==> config.mk <==
export PLATFORM = sky130hd
export DESIGN_NAME = iblut_v2c_int2sym
export DESIGN_NICKNAME = d
export VERILOG_FILES = /design/src/rtl/ib_msg_pkg.sv /design/src/rtl/iblut_int2sym_lane.sv /design/src/rtl/iblut_v2c_int2sym.sv
export SDC_FILE = /design/constraint.sdc
export NUM_CORES = 1
export LEC_CHECK = 0
export ABC_CLOCK_PERIOD_IN_PS = 6500
export CORE_AREA = 2 2 134 136
export CTS_CLUSTER_SIZE = 10
export DETAILED_ROUTE_END_ITERATION = 10
export DIE_AREA = 0 0 136 138
export SLEW_MARGIN = 20
export SYNTH_ARGS = -nofsm -noshare
export SYNTH_HDL_FRONTEND = slang
export SYNTH_SLANG_ARGS = --single-unit
==> constraint.sdc <==
create_clock -name sys_clk -period 6.5 [get_ports sys_clk]
set_input_delay 1.95 -clock sys_clk [delete_from_list [all_inputs] [get_ports sys_clk]]
set_output_delay 1.95 -clock sys_clk [all_outputs]
set_load 0.02 [all_outputs]
==> src/rtl/ib_msg_pkg.sv <==
// Shared IB-LUT message types and the sign/magnitude saturating conversion
// used when folding integer-domain messages back into symbol format.
package ib_msg_pkg;

   localparam int MSG_W_DEF = 4;
   localparam int IN_W_DEF  = 6;
   localparam int MAG_MAX   = 2**(MSG_W_DEF-1) - 1;

   typedef logic        [MSG_W_DEF-1:0] msg_sym_t;
   typedef logic signed [IN_W_DEF-1:0]  msg_int_t;

   typedef struct packed {
      logic        sign;
      logic [31:0] mag;
      logic        sat;
   } sm_t;

   // Split x into sign and clamped magnitude. The magnitude is formed one bit
   // wider than x so the most-negative input does not wrap. Zero has sign 0.
   function automatic sm_t sat_sm(input logic signed [31:0] x,
                                  input logic        [31:0] mag_max);
      sm_t              r;
      logic signed [32:0] xe;
      logic        [32:0] a;
      xe     = {x[31], x};
      a      = x[31] ? (33'd0 - $unsigned(xe)) : $unsigned(xe);
      r.sign = x[31];
      if (a > {1'b0, mag_max}) begin
         r.mag = mag_max;
         r.sat = 1'b1;
      end else begin
         r.mag = a[31:0];
         r.sat = 1'b0;
      end
      return r;
   endfunction

endpackage

==> src/rtl/iblut_int2sym_lane.sv <==
// One lane of the integer-to-symbol converter: clamp the two's complement
// message to the symbol magnitude range and fold the raw sign into the
// symbol sign bit.
module iblut_int2sym_lane
   import ib_msg_pkg::*;
#(
   parameter int MSG_WIDTH = MSG_W_DEF,
   parameter int IN_WIDTH  = IN_W_DEF
) (
   input  logic signed [IN_WIDTH-1:0]  int_msg,
   input  logic                        raw_sign,
   output logic        [MSG_WIDTH-1:0] sym_msg,
   output logic                        sat
);

   localparam logic [31:0] LANE_MAG_MAX = 32'((1 << (MSG_WIDTH-1)) - 1);

   sm_t  sm;
   logic unused_mag_hi;

   assign unused_mag_hi = ^sm.mag[31:MSG_WIDTH-1];

   // Symbol sign is set when the message agrees with the raw sign
   always_comb begin
      sm      = sat_sm(32'(int_msg), LANE_MAG_MAX);
      sym_msg = {~(sm.sign ^ raw_sign), sm.mag[MSG_WIDTH-2:0]};
      sat     = sm.sat;
   end

endmodule

==> src/rtl/iblut_v2c_int2sym.sv <==
// Streaming V2C integer-to-symbol converter: two-stage valid/ready pipeline
// over LANE_NUM lanes with per-frame saturation counting and frame-length
// checking against FRAME_BEATS.
module iblut_v2c_int2sym
   import ib_msg_pkg::*;
#(
   parameter  int MSG_WIDTH   = MSG_W_DEF,
   parameter  int IN_WIDTH    = IN_W_DEF,
   parameter  int LANE_NUM    = 8,
   parameter  int FRAME_BEATS = 16,
   localparam int CNT_W       = $clog2(LANE_NUM*FRAME_BEATS+1)
) (
   input  logic                          sys_clk,
   input  logic                          rst,
   input  logic                          int_valid_i,
   output logic                          int_ready_o,
   input  logic [LANE_NUM*IN_WIDTH-1:0]  int_msg_i,
   input  logic [LANE_NUM-1:0]           raw_sign_i,
   input  logic                          int_last_i,
   output logic                          sym_valid_o,
   input  logic                          sym_ready_i,
   output logic [LANE_NUM*MSG_WIDTH-1:0] sym_msg_o,
   output logic                          sym_last_o,
   output logic [CNT_W-1:0]              sat_cnt_o,
   output logic                          sat_cnt_vld_o,
   output logic                          frame_err_o
);

   localparam int BEAT_W = (FRAME_BEATS > 1) ? $clog2(FRAME_BEATS) : 1;

   logic [LANE_NUM*MSG_WIDTH-1:0] sym_c, sym_p1, sym_p2;
   logic [LANE_NUM-1:0]           sat_c, sat_p1;
   logic                          last_p1, last_p2;
   logic                          vld_p1, vld_p2;
   logic                          accept, s2_adv, beat_end;
   logic [BEAT_W-1:0]             beat_cnt;
   logic [CNT_W-1:0]              acc, pop_p1, sat_cnt;
   logic                          sat_cnt_vld, frame_err;

   function automatic logic [CNT_W-1:0] popcount(input logic [LANE_NUM-1:0] v);
      logic [CNT_W-1:0] n;
      n = '0;
      for (int i = 0; i < LANE_NUM; i++) n = n + CNT_W'(v[i]);
      return n;
   endfunction

   for (genvar k = 0; k < LANE_NUM; k++) begin : g_lane
      iblut_int2sym_lane #(
         .MSG_WIDTH (MSG_WIDTH),
         .IN_WIDTH  (IN_WIDTH)
      ) u_lane (
         .int_msg  (int_msg_i[k*IN_WIDTH +: IN_WIDTH]),
         .raw_sign (raw_sign_i[k]),
         .sym_msg  (sym_c[k*MSG_WIDTH +: MSG_WIDTH]),
         .sat      (sat_c[k])
      );
   end

   assign s2_adv      = vld_p1 & (~vld_p2 | sym_ready_i);
   assign int_ready_o = ~vld_p1 | s2_adv;
   assign accept      = int_valid_i & int_ready_o;
   assign beat_end    = (beat_cnt == BEAT_W'(FRAME_BEATS-1));
   assign pop_p1      = popcount(sat_p1);

   // Stage 1 boundary: lane results captured only when a beat is accepted
   always_ff @(posedge sys_clk) begin
      if (accept) begin
         sym_p1  <= sym_c;
         sat_p1  <= sat_c;
         last_p1 <= int_last_i;
      end
   end

   // Stage 2 boundary: output register, stage valids, beat counter and frame saturation count
   always_ff @(posedge sys_clk) begin
      if (rst) begin
         vld_p1      <= 1'b0;
         vld_p2      <= 1'b0;
         sym_p2      <= '0;
         last_p2     <= 1'b0;
         beat_cnt    <= '0;
         acc         <= '0;
         sat_cnt     <= '0;
         sat_cnt_vld <= 1'b0;
         frame_err   <= 1'b0;
      end else begin
         sat_cnt_vld <= 1'b0;

         if (accept)      vld_p1 <= 1'b1;
         else if (s2_adv) vld_p1 <= 1'b0;

         if (s2_adv) begin
            vld_p2  <= 1'b1;
            sym_p2  <= sym_p1;
            last_p2 <= last_p1;
            if (last_p1) begin
               sat_cnt     <= acc + pop_p1;
               sat_cnt_vld <= 1'b1;
               acc         <= '0;
            end else begin
               acc <= acc + pop_p1;
            end
         end else if (sym_ready_i) begin
            vld_p2 <= 1'b0;
         end

         // Counter resynchronises on any last flag, early or on time
         if (accept) begin
            if (int_last_i != beat_end) frame_err <= 1'b1;
            beat_cnt <= (int_last_i | beat_end) ? '0 : beat_cnt + BEAT_W'(1);
         end
      end
   end

   assign sym_valid_o   = vld_p2;
   assign sym_msg_o     = sym_p2;
   assign sym_last_o    = last_p2;
   assign sat_cnt_o     = sat_cnt;
   assign sat_cnt_vld_o = sat_cnt_vld;
   assign frame_err_o   = frame_err;

endmodule

* Word level (Yosys, flattened, before mapping) *
Index checks and enable logic that the tools add are counted.

operators by class
  $add $sub $neg = 17
  $lt $le $gt $ge = 8
  equality and inequality tests = 2
  mux-type cells = 23
  bitwise operators = 24
  reduce and logical (&&, ||, !) cells = 5

operators with widths
  kind                 number
  $gt 33x3->1 const B  8
  $mux 33              8
  $sub 1x6->7 const A  8
  $mux 1               13
  $not 1->1            11
  $add 7x1->8          1
  $add 8x8->8          1
  $mux 8               1
  $xor 1x1->1          8
  $add 6x1->7          1
  $add 5x1->6          1
  $add 4x1->5          1
  $add 3x1->4          1
  $add 4x1->4 const B  1
  $eq 4x4->1 const B   1
  $mux 4               1
  $reduce_and 2->1     2
  $reduce_bool 2->1    2
  $add 2x1->3          1
  $or 1x1->1           3
  $add 1x1->2          1
  $and 1x1->1          2
  $reduce_or 2->1      1
  $ne 1x1->1           1

word-level totals
  register bits after elaboration = 98
  input port bits = 61
  output and inout bits = 45
  word-level logic and storage cells = 99

* Longest topological paths before layout *
Gate-level depths: netlist (run 1).

  word-level depth = 9
  gate-level depth with buffers = 11
  depth with buffers taken out = 11

* Modules after synthesis *
From an unflattened synthesis (run 1), not the netlist that was laid out.

second synthesis, totals
  cell total of the unflattened synthesis = 495
  area, all modules = 4988.5 µm²

modules (own cells, without submodules)
  module              instances  cells an instance  area each (µm²)  seq. area each (µm²)
  iblut_v2c_int2sym   1          351                3817.4           2372.3
  iblut_int2sym_lane  8          18                 146.4            0.0

* Worst setup path after synthesis (run 1) *
No wires, ideal clock.

  path kind = input -> output
  from = input port sym_ready_i
  to = output port int_ready_o
  arrival time = 2.233 ns
  data required time = 4.550 ns
  path slack = 2.317 ns
  stages on the path = 1
  buffers on the path = 0
  cells stage by stage = nand3b_1

between the ends
  word-level cells in the longest chain between the ends = 3

ends and longest elaborated chain
  item                RTL line                 RTL
  start: declaration  iblut_v2c_int2sym.sv:21  input logic sym_ready_i,
  $or 1x1->1          iblut_v2c_int2sym.sv:59  assign s2_adv = vld_p1 & (~vld_p2 | sym_ready_i);
  $and 1x1->1         iblut_v2c_int2sym.sv:59
  $or 1x1->1          iblut_v2c_int2sym.sv:60  assign int_ready_o = ~vld_p1 | s2_adv;
  end: declaration    iblut_v2c_int2sym.sv:16  output logic int_ready_o,

Every way passes these cells.

* Final worst setup path (run 1) *
Same ends and word-level chain as after synthesis.

==> metrics.md, run 1 <==
| Metric | Value |
|---|---|
| PwrDens | `246 nW/µm²` |
| Via count | `3,697` |
| Sequential power share | `0.457` |
| RSZ-0062 raised after global routing | `false` |
| Initial antenna violation count | `0` |
| Psw | `374 µW` |
| CTS hold repair buffers | `0` |
| ANT cells | `0` |
| Fillcell total | `1,820` |
| Post-Syn Instances | `487` |
| Port bufs | `105` |
| Initial Util | `0.263` |
| Die ar. | `18,800 µm²` |
| Global-route wire length before repair | `17.9 mm` |
| Clk_lat worst skew | `340 ps` |
| Crit Path Category | `input pin to primary output` |
| Initial DRC count | `120` |
| Die width | `136 µm` |
| Minimum clock period | `5160 ps` |
| Total Routing Usage GR | `0.119` |
| DRC | `0` |
| Seq/Total Area, Yosys | `0.514` |
| DP HPWL | `7.68 mm` |
| Non-filler instance count after layout | `820` |
| TritonCTS clock tree | `done` |
| Worst min path class | `register to register` |
| Inst Count DP | `804` |
| Fin nets | `668` |
| Internal power | `1150 µW` |
| Total iterations of the first detailed-routing run | `4` |
| Worst setup EP type | `primary output` |
| Total wire length | `10.8 mm` |
| Top FF cell, synth | `dfxtp_1` |
| Combinational Power Share | `0.172` |
| Core Region | `17,500 µm²` |
| Max cap viols | `0` |
| H-Tree Depth | `3` |
| Die Ht | `138 µm` |
| P&R area growth vs syn | `34.0%` |
| Post-synth EDFFs | `41` |
| Clock slew at reported path FFs | `60 ps` |
| Dpl cell area | `5870 µm²` |
| Worst setup margin | `1340 ps` |
| Status | `completed` |
| Routed length per instance | `13.1 µm` |
| Gpl congestion | `0.783` |
| Async SR Flop Fraction | `0` |
| Synth cell types | `54` |
| CP arrival | `3210 ps` |
| CTS Root Cell | `clkbuf_16` |
| Vias/cell | `4.51` |
| DP Worst Slack | `1340 ps` |
| Largest vdd supply drop | `0.130 mV` |
| Clock sinks | `98` |
| FMAX | `194 MHz` |
| Max FO, Critical Path | `3` |
| Final Hold Vio Count | `0` |
| CP Data Required Time | `4550 ps` |
| Vias in the first global route | `3,624` |
| CTS max path bufs | `2` |
| Max_slew headroom | `0.331` |
| Fin crit share | `0.793` |
| Leak pwr | `0.00225 µW` |
| Setup-failing EPs final | `0` |
| Synth Area per Inst | `9.48 µm²` |
| Final Max Slew Viols | `0` |
| Post-CTS Setup Inserts | `0` |
| Post-route cell area | `6190 µm²` |
| Post-route clock skew | `4.45 ps` |
| Total CTS buffers | `9` |
| Share of layout cells above drive strength 1 | `0.0406` |
| FP Rows | `49` |
| Final global-route overflow total | `0` |
| #FFs+latches synth | `98` |
| Setup TNS | `0 ps` |
| Sw frac | `0.245` |
| Post-cts resize count | `0` |
| ANT nets after route | `0` |
| Slew @ Worst Pin | `1000 ps` |
| Synth warn | `0` |
| Post-synthesis net count | `569` |
| Pin count of the biggest net entering global routing | `47` |
| Type of element launching the critical path | `input pin` |
| Clk network pwr share | `0.372` |
| Ports | `106` |
| Mapped Area | `4620 µm²` |
[cell type report]
| type | instances | area [µm²] | area share |
|---|---|---|---|
| Sequential cell | 98 | 2370 | 0.383 |
| Multi-Input combinational cell | 330 | 2000 | 0.324 |
| Timing Repair Buffer | 107 | 1060 | 0.171 |
| Tap cell | 229 | 287 | 0.0463 |
| Clock buffer | 13 | 250 | 0.0404 |
| Inverter | 40 | 150 | 0.0243 |
| Clock inverter | 3 | 65.1 | 0.0105 |
[metal layers]
| metal | up-vias | part of all wire | GRT usage | routed length [µm] |
|---|---|---|---|---|
| li1 | 1868 | - | - | - |
| met1 | 1723 | 0.42 | 0.141 | 4570 |
| met2 | 87 | 0.50 | 0.202 | 5430 |
| met3 | 19 | 0.046 | 0.0257 | 496 |
| met4 | 0 | 0.026 | 0.0609 | 280 |
| met5 | - | 0 | 0 | 0 |
[cell usage after synthesis, types with 2 or more instances]
cell / count / area share
o31ai_1: 2 / 0.0033
nand2b_1: 2 / 0.0027
a21oi_1: 43 / 0.047
ha_1: 16 / 0.043
nor3b_1: 3 / 0.0049
inv_1: 40 / 0.033
o21ai_1: 10 / 0.011
dfxtp_1: 57 / 0.25
nor3_1: 12 / 0.013
o21a_1: 2 / 0.0033
nand2_1: 105 / 0.085
o211ai_1: 9 / 0.015
a211oi_1: 2 / 0.0033
o21ai_0: 3 / 0.0033
nor2_1: 20 / 0.016
xnor2_1: 17 / 0.032
clkbuf_1: 5 / 0.0041
or3_1: 13 / 0.018
and2_1: 3 / 0.0041
o2111ai_1: 3 / 0.0057
fa_1: 5 / 0.022
and3_1: 3 / 0.0041
nor2b_1: 10 / 0.014
edfxtp_1: 41 / 0.27
nand2_2: 2 / 0.0027
buf_2: 12 / 0.013
nand3_1: 11 / 0.012
mux2i_1: 9 / 0.020
nand3b_1: 2 / 0.0033
[stage by stage]
stage,utilization,hold WS [ps],power [µW]
finish,0.353,455,1520
global route,0.353,477,1610
CTS,0.353,460,1550
detailed placement,0.335,450,973
global placement,0.335,443,964
floorplan,-,432,855
[power by group through the flow]
| stage | clock network [µW] | registers (µW) | logic (µW) |
|---|---|---|---|
| floorplan | 0 | 724 | 131 |
| global route | 617 | 699 | 290 |
| detailed placement | 0 | 709 | 264 |
| global placement | 0 | 709 | 256 |
| finish | 566 | 695 | 261 |
| CTS | 590 | 696 | 266 |
[critical path: stages]
cell	delay [ps]
clkdlybuf4s50_1	490
nand3b_1	150
clkdlybuf4s50_1	620
[cells by family after synthesis]
logic type               share of synthesized area
AO/OA/AOI/OAI                                0.118
XOR/XNOR                                    0.0341
adder cells (fa/ha/maj)                     0.0650
buffers and inverters                       0.0528
flip-flops                                   0.514
multiplexers                                0.0195
AND/OR/NAND/NOR                              0.197
[worst paths after layout]
check / start / endpoint / slack [ps] / depth (start not counted)
worst max-delay path: sym_ready_i / int_ready_o / 1340 / 3
worst min-delay path: sym_msg_o[8]$_SDFFE_PP0P_ / sym_msg_o[8]$_SDFFE_PP0P_ / 450 / 2
worst max register to register: sat_p1[0]$_DFFE_PP_ / sat_cnt_o[4]$_SDFFE_PP0P_ / 2700 / 10
worst min register to register: sym_msg_o[8]$_SDFFE_PP0P_ / sym_msg_o[8]$_SDFFE_PP0P_ / 450 / 2
[sequential cells by signal (all words and copies together) (netlist names)]
register       count
acc                8
beat_cnt           4
frame_err_o        1
last_p1            1
sat_cnt_o          8
sat_cnt_vld_o      1
sat_p1             8
sym_last_o         1
sym_msg_o         32
sym_p1            32
sym_valid_o        1
vld_p1             1
[layout by cell type (no fill, tap or decap), types with 3 or more instances in the layout]
| cell | synthesis | final |
|---|---|---|
| o21ai_1 | 10 | 10 |
| o2111ai_1 | 3 | 3 |
| ha_1 | 16 | 16 |
| nand2_1 | 105 | 105 |
| mux2i_1 | 9 | 9 |
| dfxtp_1 | 57 | 57 |
| nor2b_1 | 10 | 10 |
| nor3_1 | 12 | 12 |
| clkbuf_1 | 5 | 3 |
| inv_1 | 40 | 39 |
| or3_1 | 13 | 13 |
| xnor2_1 | 17 | 17 |
| nand3_1 | 11 | 11 |
| fa_1 | 5 | 5 |
| a21oi_1 | 43 | 43 |
| and2_1 | 3 | 3 |
| and3_1 | 3 | 3 |
| nor2_1 | 20 | 20 |
| edfxtp_1 | 41 | 41 |
| o21ai_0 | 3 | 3 |
| clkdlybuf4s50_1 | 0 | 104 |
| o211ai_1 | 9 | 9 |
| nor3b_1 | 3 | 3 |
| clkbuf_16 | 0 | 9 |
(Power assumes the default switching activity.)
==> run 2, diff against run 1 <==
ABC_CLOCK_PERIOD_IN_PS = 5200   (was 6500)
clock period = 5.2 ns   (was 6.5 ns; I/O delays follow)
==> run 2 against run 1 <==
Flip-flop and latch count stayed put. Critical path type unchanged. Design area is the same. Register-to-register slack got worse by 1200 ps. Critical endpoint unchanged. Largest power group unchanged. Via count decreased by 0.62%. Sequential power grew 25%.
==> metrics.md, run 2 (synthesis results as in run 1) <==
| Metric | Value |
|---|---|
| Max_slew headroom | `0.318 (-0.0132)` |
| Initial Util | `0.263 (unchanged)` |
| RSZ-0062 raised after global routing | `false` |
| Minimum clock period | `4370 ps` |
| Global-route wire length before repair | `18.0 mm (+0.66%)` |
| Crit Path Category | `input pin to primary output` |
| Fin nets | `668 (unchanged)` |
| PwrDens | `304 nW/µm² (+23%)` |
| Die width | `136 µm (unchanged)` |
| P&R area growth vs syn | `34.0% (unchanged)` |
| Final Max Slew Viols | `0 (unchanged)` |
| Setup TNS | `0 ps (unchanged)` |
| Internal power | `1400 µW (+22%)` |
| Die ar. | `18,800 µm² (unchanged)` |
| Uppermost layer routed | `met4` |
| Met1 wire length | `4.66 mm (+2.0%)` |
| Worst R2R Setup Slack | `1460 ps (-1240 ps)` |
| Routed wire length on met2 | `5.62 mm (+3.6%)` |
| Initial antenna violation count | `0 (unchanged)` |
| Total wire length | `10.8 mm (+0.65%)` |
| Die Ht | `138 µm (unchanged)` |
| Fillcell total | `1,801 (-1.0%)` |
| Status | `completed` |
| Combinational Power Share | `0.172 (about the same)` |
| TritonCTS clock tree | `done` |
| Post-CTS Setup Inserts | `0 (unchanged)` |
| CP Data Required Time | `3640 ps (-910 ps)` |
| Met3 wire len | `395 µm (-20%)` |
| Leading cell type in the layout, fill and taps excluded | `nand2_1` |
| CP cell instances | `clkdlybuf4s50_1 -> nand3b_1 -> clkdlybuf4s50_1` |
| Largest vdd supply drop | `0.117 mV (-11%)` |
| Via count | `3,674 (-0.62%)` |
| Total Routing Usage GR | `0.121 (+0.00145)` |
| Clk network pwr share | `0.366 (-0.006)` |
| Share of layout cells above drive strength 1 | `0.0457 (+0.00508)` |
| Utilization after layout | `0.353 (unchanged)` |
| Total iterations of the first detailed-routing run | `4 (unchanged)` |
| Post-route clock skew | `8.88 ps (+4.42 ps)` |
| ANT cells | `0 (unchanged)` |
| Max cap viols | `0 (unchanged)` |
| Clk_lat worst skew | `350 ps (about the same)` |
| Worst setup EP type | `primary output` |
| CP max stage delay | `610 ps (about the same)` |
| Vias/cell | `4.48 (-0.62%)` |
| FMAX | `229 MHz` |
| Leak pwr | `0.00226 µW (+0.28%)` |
| Initial DRC count | `189 (+57%)` |
| DRC | `0 (unchanged)` |
| Slew @ Worst Pin | `1020 ps (+18.2 ps)` |
| WP buf/inv | `2 (unchanged)` |
| Gpl congestion | `0.769 (-1.7%)` |
| Final global-route overflow total | `0 (unchanged)` |
| Clock slew at reported path FFs | `60 ps (about the same)` |
| Worst path most repeated cell | `clkdlybuf4s50_1` |
| Fin crit share | `0.840` |
| Type of element launching the critical path | `input pin` |
| Max FO, Critical Path | `3 (unchanged)` |
| CP arrival | `2810 ps (-400 ps)` |
| DP HPWL | `7.77 mm (+1.2%)` |
| Sequential power share | `0.462 (+0.005)` |
| Ports | `106 (unchanged)` |
| Vias in the first global route | `3,663 (+1.1%)` |
| CTS Root Cell | `clkbuf_16` |
| Setup-failing EPs final | `0 (unchanged)` |
| Sw frac | `0.257 (+0.0112)` |
| Crit path max-delay family | `buffers and inverters` |
| ANT nets after route | `0 (unchanged)` |
| Worst-path cell with the longest stage delay | `clkdlybuf4s50_1` |
| Final Hold Vio Count | `0 (unchanged)` |
| Pin count of the biggest net entering global routing | `47 (unchanged)` |
| Psw | `483 µW (+29%)` |
| Post-cts resize count | `0 (unchanged)` |
| Total CTS buffers | `9 (unchanged)` |
| FP Rows | `49 (unchanged)` |
| CTS max path bufs | `2 (unchanged)` |
| Worst min path class | `register to register` |
| Commonest non-fill, non-tap cells in the layout | `nand2_1 (105), clkdlybuf4s50_1 (104), dfxtp_1 (57)` |
| Clock sinks | `98 (unchanged)` |
| Routed length per instance | `13.2 µm (+0.65%)` |
| H-Tree Depth | `3 (unchanged)` |
| Port bufs | `105 (unchanged)` |
| CTS hold repair buffers | `0 (unchanged)` |
| Core Region | `17,500 µm² (unchanged)` |
run 2: cell count changes in the layout (fill, tap and decap cells not counted), sizes merged:
cell    previous run  this run
bufinv             2         0
clkbuf            13        12
inv               40        43
run 2: worst paths after layout:
| check | to | cells after the start | start |
|---|---|---|---|
| min | acc[0]$_SDFFE_PP0P_ | 2 | acc[0]$_SDFFE_PP0P_ |
| max | int_ready_o | 3 | sym_ready_i |
| min reg2reg | acc[0]$_SDFFE_PP0P_ | 2 | acc[0]$_SDFFE_PP0P_ |
| max reg2reg | sat_cnt_o[4]$_SDFFE_PP0P_ | 10 | sat_p1[0]$_DFFE_PP_ |
run 2: worst min-delay path: cells and delay by family, from the launching register on:
| family | cells | cell delay (ps) |
|---|---|---|
| flip-flops | 1 | 310 |
| AND/OR/NAND/NOR | 1 | 50 |
| AO/OA/AOI/OAI | 1 | 50 |
run 2: final cells by class:
type / count / area (µm²) / area share
Sequential cell: 98 / 2370 / 0.383
Multi-Input combinational cell: 330 / 2000 / 0.324
Timing Repair Buffer: 107 / 1060 / 0.171
Clock buffer: 12 / 289 / 0.0467
Tap cell: 229 / 287 / 0.0463
Inverter: 40 / 150 / 0.0243
Clock inverter: 4 / 26.3 / 0.00425
run 2: power groups by stage:
stage                     sequential (µW)  clock (µW)  combinational, µW
after CTS                             869         712                331
after global placement                886           0                319
after floorplan                       905           0                164
after detailed placement              886           0                330
final                                 868         689                324
after global routing                  873         749                362
run 2: per-layer routing:
layer / vias up / track usage
li1: 1863 / -
met1: 1736 / 0.147
met2: 64 / 0.211
met3: 11 / 0.0238
met4: 0 / 0.0433
met5: - / 0
run 2: per-stage QoR:
stage	hold slack [ps]	setup slack [ps]	std cells	power, µW	area (µm²)
2_1_floorplan	432	1600	487	1070	4620
3_3_place_gp	444	839	804	1200	5870
3_5_place_dp	450	823	804	1220	5870
4_1_cts	461	821	820	1910	6190
5_1_grt	478	772	820	1980	6190
6_report	456	833	820	1880	6190
